--- config.mk ---
export PLATFORM = sky130hd
export DESIGN_NAME = lfsr_step_ctrl
export DESIGN_NICKNAME = d
export VERILOG_FILES = /design/src/rtl/lfsr_step_ctrl.sv
export SDC_FILE = /design/constraint.sdc
export NUM_CORES = 1
export LEC_CHECK = 0
export CORE_ASPECT_RATIO = 1.2
export CORE_MARGIN = 10
export CORE_UTILIZATION = 45
export CTS_CLUSTER_SIZE = 16
export DETAILED_ROUTE_END_ITERATION = 10
export PLACE_DENSITY = 0.75
export REMOVE_ABC_BUFFERS = 1
export SYNTH_ARGS = -nofsm -noshare
export SYNTH_HDL_FRONTEND = slang
export SYNTH_SLANG_ARGS = --single-unit
export TNS_END_PERCENT = 10
--- constraint.sdc ---
create_clock -name clk -period 2.6 [get_ports clk]
set_input_delay 0.39 -clock clk [delete_from_list [all_inputs] [get_ports clk]]
set_output_delay 0.39 -clock clk [all_outputs]
set_load 0.02 [all_outputs]
--- src/rtl/lfsr_step_ctrl.sv ---
// lfsr_step_ctrl: button debounce, step/run/load sequencing and period measurement for an 8-bit LFSR
module lfsr_step_ctrl #(
  parameter int          DEBOUNCE_CYCLES = 16,
  parameter int          RATE_W          = 24,
  parameter logic [7:0]  SEED            = 8'h01
) (
  input  logic              clk,
  input  logic              rst,
  input  logic              btn_step,
  input  logic              btn_run,
  input  logic [RATE_W-1:0] rate_div,
  input  logic              load_req,
  input  logic [7:0]        load_val,
  input  logic [7:0]        lfsr_q,
  output logic              lfsr_step,
  output logic              lfsr_load,
  output logic [7:0]        lfsr_din,
  output logic              running,
  output logic [7:0]        period,
  output logic              period_valid,
  output logic              lockup
);
  localparam int CW = $clog2(DEBOUNCE_CYCLES + 1);
  typedef enum logic [2:0] {S_INIT, S_IDLE, S_RUN, S_LOAD, S_RECOVER} state_t;
  state_t            r_state;
  logic [1:0]        w_btn, r_s1, r_s2, r_db, r_db_d;
  logic [CW-1:0]     r_cnt [2];
  logic [RATE_W-1:0] r_rate;
  logic [7:0]        r_lval, r_start, r_step_cnt;
  logic              r_ovf, r_step_d;
  logic              w_step_p, w_run_p, w_lock;
  assign w_btn    = {btn_run, btn_step};
  assign w_step_p = r_db[0] & ~r_db_d[0];
  assign w_run_p  = r_db[1] & ~r_db_d[1];
  // zero state only counts once any load in flight has landed in the LFSR
  assign w_lock   = (lfsr_q == 8'h00) && !lfsr_load;
  // synchronize both buttons, then accept a new level after DEBOUNCE_CYCLES equal samples
  always_ff @(posedge clk) begin
    if (rst) begin
      r_s1   <= '0;
      r_s2   <= '0;
      r_db   <= '0;
      r_db_d <= '0;
      for (int i = 0; i < 2; i++) r_cnt[i] <= '0;
    end else begin
      r_s1   <= w_btn;
      r_s2   <= r_s1;
      r_db_d <= r_db;
      for (int i = 0; i < 2; i++)
        if (r_s2[i] == r_db[i]) r_cnt[i] <= '0;
        else if (r_cnt[i] == CW'(DEBOUNCE_CYCLES - 1)) begin
          r_db[i]  <= r_s2[i];
          r_cnt[i] <= '0;
        end else r_cnt[i] <= r_cnt[i] + 1'b1;
    end
  end
  // sequencing FSM with registered strobes, plus step counting and period capture
  always_ff @(posedge clk) begin
    if (rst) begin
      r_state      <= S_INIT;
      lfsr_step    <= 1'b0;
      lfsr_load    <= 1'b0;
      lfsr_din     <= SEED;
      running      <= 1'b0;
      lockup       <= 1'b0;
      period       <= 8'h00;
      period_valid <= 1'b0;
      r_rate       <= '0;
      r_lval       <= SEED;
      r_start      <= SEED;
      r_step_cnt   <= 8'h00;
      r_ovf        <= 1'b0;
      r_step_d     <= 1'b0;
    end else begin
      lfsr_step <= 1'b0;
      lfsr_load <= 1'b0;
      lockup    <= 1'b0;
      r_step_d  <= lfsr_step;
      if (lfsr_step) begin
        r_step_cnt <= (r_step_cnt == 8'hff) ? 8'hff : r_step_cnt + 8'h01;
        r_ovf      <= r_ovf | (r_step_cnt == 8'hff);
      end
      if (r_step_d && lfsr_q == r_start && !period_valid && !r_ovf) begin
        period       <= r_step_cnt;
        period_valid <= 1'b1;
      end
      case (r_state)
        S_INIT, S_LOAD, S_RECOVER: begin
          lfsr_load    <= 1'b1;
          lfsr_din     <= (r_state == S_LOAD) ? r_lval : SEED;
          r_start      <= (r_state == S_LOAD) ? r_lval : SEED;
          lockup       <= (r_state == S_RECOVER);
          r_step_cnt   <= 8'h00;
          r_ovf        <= 1'b0;
          period_valid <= 1'b0;
          running      <= 1'b0;
          r_state      <= S_IDLE;
        end
        S_IDLE: begin
          if (w_lock) r_state <= S_RECOVER;
          else if (load_req) begin
            r_state <= S_LOAD;
            r_lval  <= (load_val == 8'h00) ? SEED : load_val;
          end else if (w_run_p) begin
            r_state <= S_RUN;
            running <= 1'b1;
            r_rate  <= '0;
          end else if (w_step_p) lfsr_step <= 1'b1;
        end
        S_RUN: begin
          if (w_lock) begin
            r_state <= S_RECOVER;
            running <= 1'b0;
          end else if (load_req) begin
            r_state <= S_LOAD;
            running <= 1'b0;
            r_lval  <= (load_val == 8'h00) ? SEED : load_val;
          end else if (w_run_p) begin
            r_state <= S_IDLE;
            running <= 1'b0;
          end else if (r_rate == rate_div) begin
            lfsr_step <= 1'b1;
            r_rate    <= '0;
          end else r_rate <= r_rate + 1'b1;
        end
        default: r_state <= S_INIT;
      endcase
    end
  end
endmodule
==> impl_metrics.py <==
metrics = {
    "clock_network": {
        "cts_tree": "yes",
        "cts_resized": 0,
        "numCtsBuffers": 9,
        "ctsHoldBuffers": 0,
        "cts_sinks": 84,
        "cts_max_level": 3,
        "cts_root_buffer": "clkbuf_8",
        "path_clk_slew_ns": 0.08,
        "insertion_delay_ns": 0.35,
        "post_cts_buffers": 0,
        "clock_path_buffers": 2,
    },
    "route": {
        "first_pass_iters": 4,
        "vias": 3410,
        "drtIter0Drc": 143,
        "vias_per_cell": 5.23,
        "drc_errors": 0,
        "ant_nets": 0,
        "routed_wirelength_mm": 9.60,
        "avgRoutedWirePerCell_um": 14.7,
    },
    "placed_design": {
        "place_congestion": 0.810,
        "dpl_worst_slack_ns": -0.0771,
        "dp_hpwl_mm": 7.39,
        "port_buffers": 65,
        "placed_cells": 637,
    },
    "floorplanning": {
        "die-area_mm2": 0.0132,
        "boundaryPins": 66,
        "rows": 37,
        "die_y_um": 124,
        "coreArea_mm2": 0.00866,
        "start_util_pct": 46.6,
        "die_w_um": 106,
    },
    "critical_path": {
        "cp-end-kind": "flip-flop",
        "criticalPathCategory": "reg2reg",
        "critPathArrivalTime_ns": 2.60,
        "worstPathRequired_ns": 2.88,
        "rrSetupSlack_ns": 0.28,
        "timing.rr.start": "r_rate[0]",
        "rr_worst_depth": 8,
        "timing.rr.end": "r_rate[19]",
        "startpoint_type": "flip-flop",
        "cp_max_fo": 17,
    },
    "min_path": {
        "worst_hold_path.endpoint": "r_s2[1]",
        "whs_path_depth": 1,
        "hp-class": "reg2reg",
        "worstHoldStart": "r_s1[1]",
    },
    "global_route": {
        "grt_pass1_vias": 3408,
        "grt_max_degree": 45,
        "antenna_found_initial": 0,
        "grt_pass1_wl_mm": 16.1,
        "overflow": 0,
        "grt_usage_pct": 15.0,
    },
    "synthesis": {
        "syn_area_per_cell_um2": 8.98,
        "synth_cells": 449,
        "syn_area_mm2": 0.00403,
        "synth_cell_type_count": 47,
        "postSynth.asyncResetShare_pct": 0,
        "synth_commonest_cells": "74 x dfxtp_1, 68 x nor2_1, 35 x xnor2_1, 26 x nand2_1, 24 x xor2_1",
        "yosysMostFrequentCell": "dfxtp_1",
        "ys_seq_elements": 84,
        "synth_edf_count": 10,
        "synth.largest_area_cell": "dfxtp_1",
        "yosys-top-cells-area": "dfxtp_1 37%, xnor2_1 7.6%, edfxtp_1 7.4%",
        "synth_warnings": 0,
        "yosysSeqAreaShare_pct": 44.2,
        "postSynth.topFlopCell": "dfxtp_1",
        "synth_top_area_share_pct": 36.7,
    },
    "sta": {
        "final.setup_skew_ns": 0.00974,
        "hold_viol_final": 0,
        "worst_pin_slew_ns": 0.984,
        "timing.final.crit_share_pct": 89.2,
        "rsz0062_at_grt": "no",
        "setup_viol": 0,
        "fin_crit_ns": 2.32,
        "slew_violations": 0,
        "setup_slack_ns": 0.282,
        "slew_headroom_pct": 34.3,
        "fmax_ghz": 0.431,
    },
    "layout": {
        "fin_util_pct": 59.2,
        "nets": 582,
        "drive_gt1_share_pct": 8.22,
        "n_antenna_cell": 0,
        "syn2layout_area_growth_pct": 27.1,
        "instances_no_fill": 652,
    },
    "power_and_ir_drop": {
        "power_frac_clock_pct": 38.1,
        "power.share.switching_pct": 22.2,
        "intPower_w": 0.00198,
        "finalPower_w": 0.00254,
        "power.leakage_nw": 1.81,
        "p_switching_w": 0.000564,
        "power_density_mw_per_mm2": 495,
        "p_seq_share_pct": 53.0,
        "peakVddDrop_mv": 0.325,
        "combPwrFrac_pct": 8.9,
    },
    "outcome": {
        "status": "finished, final reports clean",
    },
    "run": {
        "max_cap_violations": 0,
    },
}
## power by group through the flow
stage	Combinational, W	Clock (W)	Sequential, W
2_1_floorplan	0.0000934	0	0.00138
3_3_place_gp	0.000221	0	0.00138
3_5_place_dp	0.000227	0	0.00138
4_1_cts	0.000227	0.000996	0.00135
5_1_grt	0.000246	0.00105	0.00135
6_report	0.000226	0.000967	0.00135
## layer usage
layer	global-route usage [%]	vias up	wire length (µm)
met4	7.12	0	228
li1	-	1705	-
met1	17.5	1597	4270
met2	25.6	89	4710
met3	3.26	19	399
met5	0	-	0
## through the flow
| stage | area [µm²] | hold WS (ns) | setup TNS (ns) |
|---|---|---|---|
| detailed placement | 4920 | 0.436 | -1.06 |
| global route | 5130 | 0.470 | 0 |
| CTS | 5130 | 0.456 | 0 |
| finish | 5130 | 0.451 | 0 |
| global placement | 4920 | 0.421 | 0 |
| floorplan | 3990 | 0.414 | 0 |
## placed cells by master (no fill, tap or decap), drive strengths merged, types with 2 or more instances in the layout
cell type and n:
dfxtp 74, nor2 70, clkdlybuf4s50 65, xnor2 35
nand2 26, xor2 24, inv 19, nand3 19
mux2i 18, nand4 17, buf 15, o21ai 13
nor3 13, a21oi 12, nor2b 12, clkbuf 12
nor4 11, edfxtp 10, conb 10, and3 9
a22oi 8, ha 6, o22ai 4, nand2b 4
or3 3, a211oi 3, or2 2, and4 2
a221o 2, a31oi 2, and2 2, clkinv 2
## kinds of logic after synthesis
logic type	synth area share [%]
buffers and inverters	3.82
and+or+nand+nor	24.4
DFF	44.2
AOI/OAI and AO/OA	8.00
other	0.0930
muxes	4.84
adders and majority gates	1.86
xor gates and xnor gates	12.8
## registers in the layout, summed over array words and instances, names as in the netlist
register	count
r_rate	24
r_cnt	10
period	8
r_lval	8
r_start	8
r_step_cnt	8
r_state	3
r_db	2
r_db_d	2
r_s1	2
r_s2	2
lfsr_load	1
lfsr_step	1
lockup	1
period_valid	1
r_ovf	1
r_step_d	1
running	1
## worst max-delay path: stages, from the launching register on
cell       delay (ns)
dfxtp_1          0.48
xnor2_1          0.13
nand4_1          0.10
nor4_1           0.07
buf_4            0.15
a2111oi_2        0.90
nor2_2           0.12
buf_12           0.20
nor2_1           0.10
## final cells by class
cell class | instances | area (µm²)
flip-flops and latches | 84 | 1780
multi-input cells | 337 | 2140
clock buffers | 12 | 166
inverters | 19 | 71.3
repair buffers | 80 | 776
fillers | 755 | 3530
well taps | 117 | 146
clock inverters | 3 | 43.8
## worst max path at each step
stage,from,end,slack [ns],depth (start not counted)
global route,r_rate[0],r_rate[15],0.09,8
finish,r_rate[0],r_rate[19],0.28,8
floorplan,r_start[2],period[0],0.006,6
CTS,rate_div[13],r_rate[3],0.28,8
global placement,lfsr_q[5],r_rate[14],0.02,9
detailed placement,rate_div[13],r_rate[19],-0.08,8
Power figures use the tool's default switching activity.
==> patch 1, RTL diff (same settings) <==
Set the parameter `DEBOUNCE_CYCLES` to 8 (it was 16).
--- a/src/rtl/lfsr_step_ctrl.sv
+++ b/src/rtl/lfsr_step_ctrl.sv
@@ -1,5 +1,5 @@
 // lfsr_step_ctrl: button debounce, step/run/load sequencing and period measurement for an 8-bit LFSR
 module lfsr_step_ctrl #(
-  parameter int          DEBOUNCE_CYCLES = 16,
+  parameter int          DEBOUNCE_CYCLES = 8,
   parameter int          RATE_W          = 24,
   parameter logic [7:0]  SEED            = 8'h01
Behaviour: same outputs for any inputs over 10 cycles, from zero or initial values and one cycle with rst high; that may be too few to reach the edited logic, so the function may still have changed.
==> patch 1 against the unedited design <==
  * First-iteration DRC count fell by 5.6%
  * Worst setup slack improved by 78 ps
  * Total power is 3.1% lower
  * Hold slack better by 5.1 ps
  * Core utilization down 0.99 points
  * Design area is 3.2% lower
  * Via count down 4.8%
  * Sequential cell count down 2
  * Area after synthesis fell by 3.5%
  * Wire length down 4.7%
  * Critical path type unchanged
  * Largest cell class unchanged
==> patch 1: results (changes against the unedited design) <==
| Metric | Value |
|---|---|
| First-pass GRT wire length | 15,600 um (-3.3%) |
| Status | complete, no violations |
| WL/cell | 14.7 um (about the same) |
| Relative slew slack | 64.3% (+30 points) |
| Max VDD drop | 0.285 mV (-12%) |
| Worst min-delay path startpoint | r_ovf$_SDFFE_PP0P_ |
| Share of layout cells above drive strength 1 | 8.13% (-0.089 points) |
| Static Leak | 1.88 nW (+3.9%) |
| Met1 GRT Util | 17.8% (+0.26 points) |
| Main area contributors after synthesis | dfxtp_1 38%, xor2_1 7.9%, nor2_1 6.3% |
| Number of DRC markers in iteration 0 | 135 (-5.6%) |
| Grt met3 use | 3.70% (+0.44 points) |
| Reg-to-reg critical path endpoint | r_rate[17]$_SDFFE_PP0P_ |
| Vias in the first global route | 3,271 (-4.0%) |
| GRT Overall Usage | 14.5% (-0.45 points) |
| Largest net degree at the start of global routing | 34 (-24%) |
| Synth cell types | 52 (+11%) |
| DR vias | 3,247 (-4.8%) |
| Reg2reg setup slack | 360 ps (+80 ps) |
| Number of synthesized flops with an enable pin | 8 (-2) |
| CP Launch Point | r_db[1]$_SDFFE_PP0P_ |
| Mux contribution to synthesized area | 4.50% (-0.34 points) |
| Final layout net count | 548 (-5.8%) |
| Hold WS | 456 ps (+5.06 ps) |
| Setup Fix Bufs, Post-CTS | 0 (unchanged) |
| Synth Area in Compound Gates | 9.61% (+1.6 points) |
| Dpl cell area | 0.00476 mm2 (-3.3%) |
| CP max FO | 8 (-9) |
| Post-synthesis adder-cell area fraction | 1.29% (-0.57 points) |
| GR Util met2 | 23.7% (-1.9 points) |
| Worst Hold Path Cells | 2 (+1) |
| Clock skew | 11.3 ps (+1.53 ps) |
| Seq/Total Area, Yosys | 44.2% (+0.076 points) |
| Synth Area in XOR/XNOR | 13.1% (+0.24 points) |
| End of the worst hold path | r_ovf$_SDFFE_PP0P_ |
-- patch 1: cell type report --
cell class	instances	share of cell area, %
Clock buffer	9	2.50
Clock inverter	7	1.64
Inverter	8	0.605
Multi-Input combinational cell	319	42.1
Sequential cell	82	34.7
Tap cell	117	2.95
Timing Repair Buffer	79	15.5
-- patch 1: worst max-delay path by stage --
stage                                    endpoint
after global routing      r_rate[10]$_SDFFE_PP0P_
after CTS                 r_rate[17]$_SDFFE_PP0P_
final                     r_rate[17]$_SDFFE_PP0P_
after global placement    r_rate[17]$_SDFFE_PP0P_
after floorplan            period[0]$_SDFFE_PP0P_
after detailed placement  r_rate[17]$_SDFFE_PP0P_
-- patch 1: worst max-delay path, cell delays in order (launching register included) --
cell and delay, ps:
dfxtp_1 390, nor2b_4 260, mux2_4 330, or4_4 420, or3_1 350, a211o_1 310
a21oi_2 120
-- patch 1: logic make-up (layout without fill, tap and decap cells) --
logic type,count (synthesis),in the layout
adder cells (fa/ha/maj),4,4
multiplexers,17,17
buffers and inverters,27,103
AND/OR/NAND/NOR,179,179
flip-flops,82,82
other,1,8
AO/OA/AOI/OAI,53,53
XOR/XNOR,58,58
-- patch 1: through the flow --
step / setup slack (ps) / instances
after floorplan: 22.5 / 409
after global placement: 135 / 605
after detailed placement: 86.2 / 605
after CTS: 342 / 621
after global routing: 231 / 621
final: 360 / 621
-- patch 1: per-layer routing --
metal  routed length, um  up-vias
li1                    -     1643
met4                 157        0
met5                   0        -
met3                 498       15
met1                4160     1488
met2                4330      101
-- patch 1: power groups by stage --
stage               Combinational, mW  Clock [mW]  Sequential (mW)
floorplan                      0.0893           0             1.34
global placement                0.217           0             1.34
detailed placement              0.221           0             1.34
CTS                             0.223       0.947             1.31
global route                    0.243       0.985             1.31
finish                          0.221       0.927             1.31
==> patch 2, RTL diff (same settings) <==
Without the edit above. Encoding of `state_t`: now one-hot (5 bits for 5 states).
--- a/src/rtl/lfsr_step_ctrl.sv
+++ b/src/rtl/lfsr_step_ctrl.sv
@@ -22,5 +22,5 @@
 );
   localparam int CW = $clog2(DEBOUNCE_CYCLES + 1);
-  typedef enum logic [2:0] {S_INIT, S_IDLE, S_RUN, S_LOAD, S_RECOVER} state_t;
+  typedef enum logic [4:0] {S_INIT = 5'b00001, S_IDLE = 5'b00010, S_RUN = 5'b00100, S_LOAD = 5'b01000, S_RECOVER = 5'b10000} state_t;
   state_t            r_state;
   logic [1:0]        w_btn, r_s1, r_s2, r_db, r_db_d;
Formal check against the unedited RTL: no difference found for any inputs over 10 cycles, from zero or initial values and one cycle with rst high; not proved beyond that.
==> patch 2 against the unedited design <==
  * Die area decreased by 0.56%
  * Largest power group unchanged
  * Design area down 1.5%
  * Area after synthesis decreased by 0.68%
  * Wire length down 4.3%
  * Sequential cell count rose by 2
  * Total power rose by 2.4%
  * Combinational power shrank 2%
  * Worst setup slack improved by 160 ps
==> patch 2: results (changes against the unedited design) <==
| Metric | Value |
|---|---|
| FF-to-FF path depth | 6 (-2) |
| Clk_lat worst skew | 370 ps (+20 ps) |
| Largest net degree at the start of global routing | 26 (-42%) |
| Setup Fix Bufs, Post-CTS | 0 (unchanged) |
| Initial antenna violation count | 0 (unchanged) |
| Status | complete, no violations |
| Share of layout cells above drive strength 1 | 6.82% (-1.4 points) |
| Relative slew slack | 59.0% (+25 points) |
| Hold crit path type | flop to flop |
| Ys Warns | 0 (unchanged) |
| Vias in the first global route | 3,266 (-4.2%) |
| Number of synthesized flops with an enable pin | 10 (unchanged) |
| Worst min-delay path startpoint | r_s1[1]$_SDFF_PP0_ |
| Final layout net count | 559 (-4.0%) |
| Post-Route WL | 9190 um (-4.3%) |
| GRT Overall Usage | 14.6% (-0.39 points) |
| Fill count | 784 (+3.8%) |
| Main area contributors after synthesis | dfxtp_1 38%, xor2_1 8.1%, edfxtp_1 7.5% |
| Final GP Congestion | 0.834 (+2.9%) |
| Top flop regs | r_rate x24, r_cnt x10 |
| Synth cell types | 50 (+6.4%) |
| Reg-to-reg critical path endpoint | r_rate[22]$_SDFFE_PP0P_ |
| # diodes | 0 (unchanged) |
| CP Launch Point | r_rate[2]$_SDFFE_PP0P_ |
| Number of DRC markers in iteration 0 | 158 (+10%) |
| Max VDD drop | 0.315 mV (-3.2%) |
| Static Leak | 1.88 nW (+3.6%) |
| H-tree Lvls | 3 (unchanged) |
| Root Driver | clkbuf_8 |
| Ys flop type | dfxtp_1 |
| DP HPWL | 6970 um (-5.6%) |
| Reg2reg setup slack | 440 ps (+160 ps) |
| Clock Pin Slew Worst Setup and Hold Paths | 90 ps |
| CP endpoint kind | flop |
| Ys async rst share | 0% (unchanged) |
| CTS buffer count | 9 (unchanged) |
| Post_cts resized | 0 (unchanged) |
| Seq/Total Area, Yosys | 45.5% (+1.3 points) |
| Crit path arrival time | 2470 ps (-130 ps) |
| I/O Buffers | 65 (unchanged) |
| Vias/cell | 5.21 (-0.30%) |
| First-pass GRT wire length | 15,600 um (-3.4%) |
| Most frequent cells after synthesis | 76 x dfxtp_1, 74 x nor2_1, 37 x xor2_1 |
| CP max FO | 9 (-8) |
| Clock skew | 11.0 ps (+1.30 ps) |
| Clk buf depth | 2 (unchanged) |
patch 2: cells by family (layout without fill, tap and decap cells):
kind of cell / after synthesis / in the layout / synth area share, %
multiplexers: 18 / 18 / 4.50
XOR/XNOR: 60 / 60 / 13.1
buffers and inverters: 26 / 102 / 3.19
adder cells (fa/ha/maj): 6 / 6 / 1.87
AND/OR/NAND/NOR: 183 / 183 / 23.5
other: 1 / 10 / 0.0936
flip-flops: 86 / 86 / 45.5
AO/OA/AOI/OAI: 48 / 48 / 8.25
patch 2: cell type report:
cell class,instances,area (um2),share of cell area (%)
clock inverters,3,21.3,0.421
repair buffers,74,718,14.2
inverters,12,45.0,0.892
multi-input cells,325,2100,41.5
clock buffers,13,201,3.99
flip-flops and latches,86,1820,36.1
well taps,117,146,2.90
patch 2: stage by stage:
step	power, mW	instance area, um2	worst slack, ps	cells	util (%)
floorplan	1.51	3960	22.5	423	-
global placement	1.63	4830	308	614	56.1
detailed placement	1.63	4830	254	614	56.1
CTS	2.62	5050	457	630	58.7
global route	2.70	5050	280	630	58.7
finish	2.60	5050	440	630	58.7
patch 2: power breakdown:
part           internal, mW  switching [mW]  total [mW]  leakage, nW
registers              1.36          0.0169        1.38        0.717
logic                 0.114           0.107       0.221         1.05
clock network         0.516           0.485        1.00        0.112
patch 2: worst min path at each step:
stage                               endpoint  slack [ps]  cells after the start
after global placement    r_s2[0]$_SDFF_PP0_         420                      1
after global routing      r_s2[1]$_SDFF_PP0_         480                      1
after detailed placement  r_s2[1]$_SDFF_PP0_         430                      1
after CTS                 r_s2[1]$_SDFF_PP0_         450                      1
after floorplan           r_s2[0]$_SDFF_PP0_         410                      1
final                     r_s2[1]$_SDFF_PP0_         440                      1
patch 2: worst max-delay path, cell delays in order (launching register included):
cell	delay [ps]
dfxtp_1	530
nand4_4	220
nor4_4	440
nand3_2	190
or3_1	390
a211oi_1	240
a21o_1	100
patch 2: layer usage:
metal / track usage [%] / up-vias / share of wire [%]
li1: - / 1631 / -
met1: 17.4 / 1558 / 46
met2: 23.3 / 85 / 46
met3: 5.05 / 11 / 6.7
met4: 6.69 / 0 / 1.3
met5: 0 / - / 0
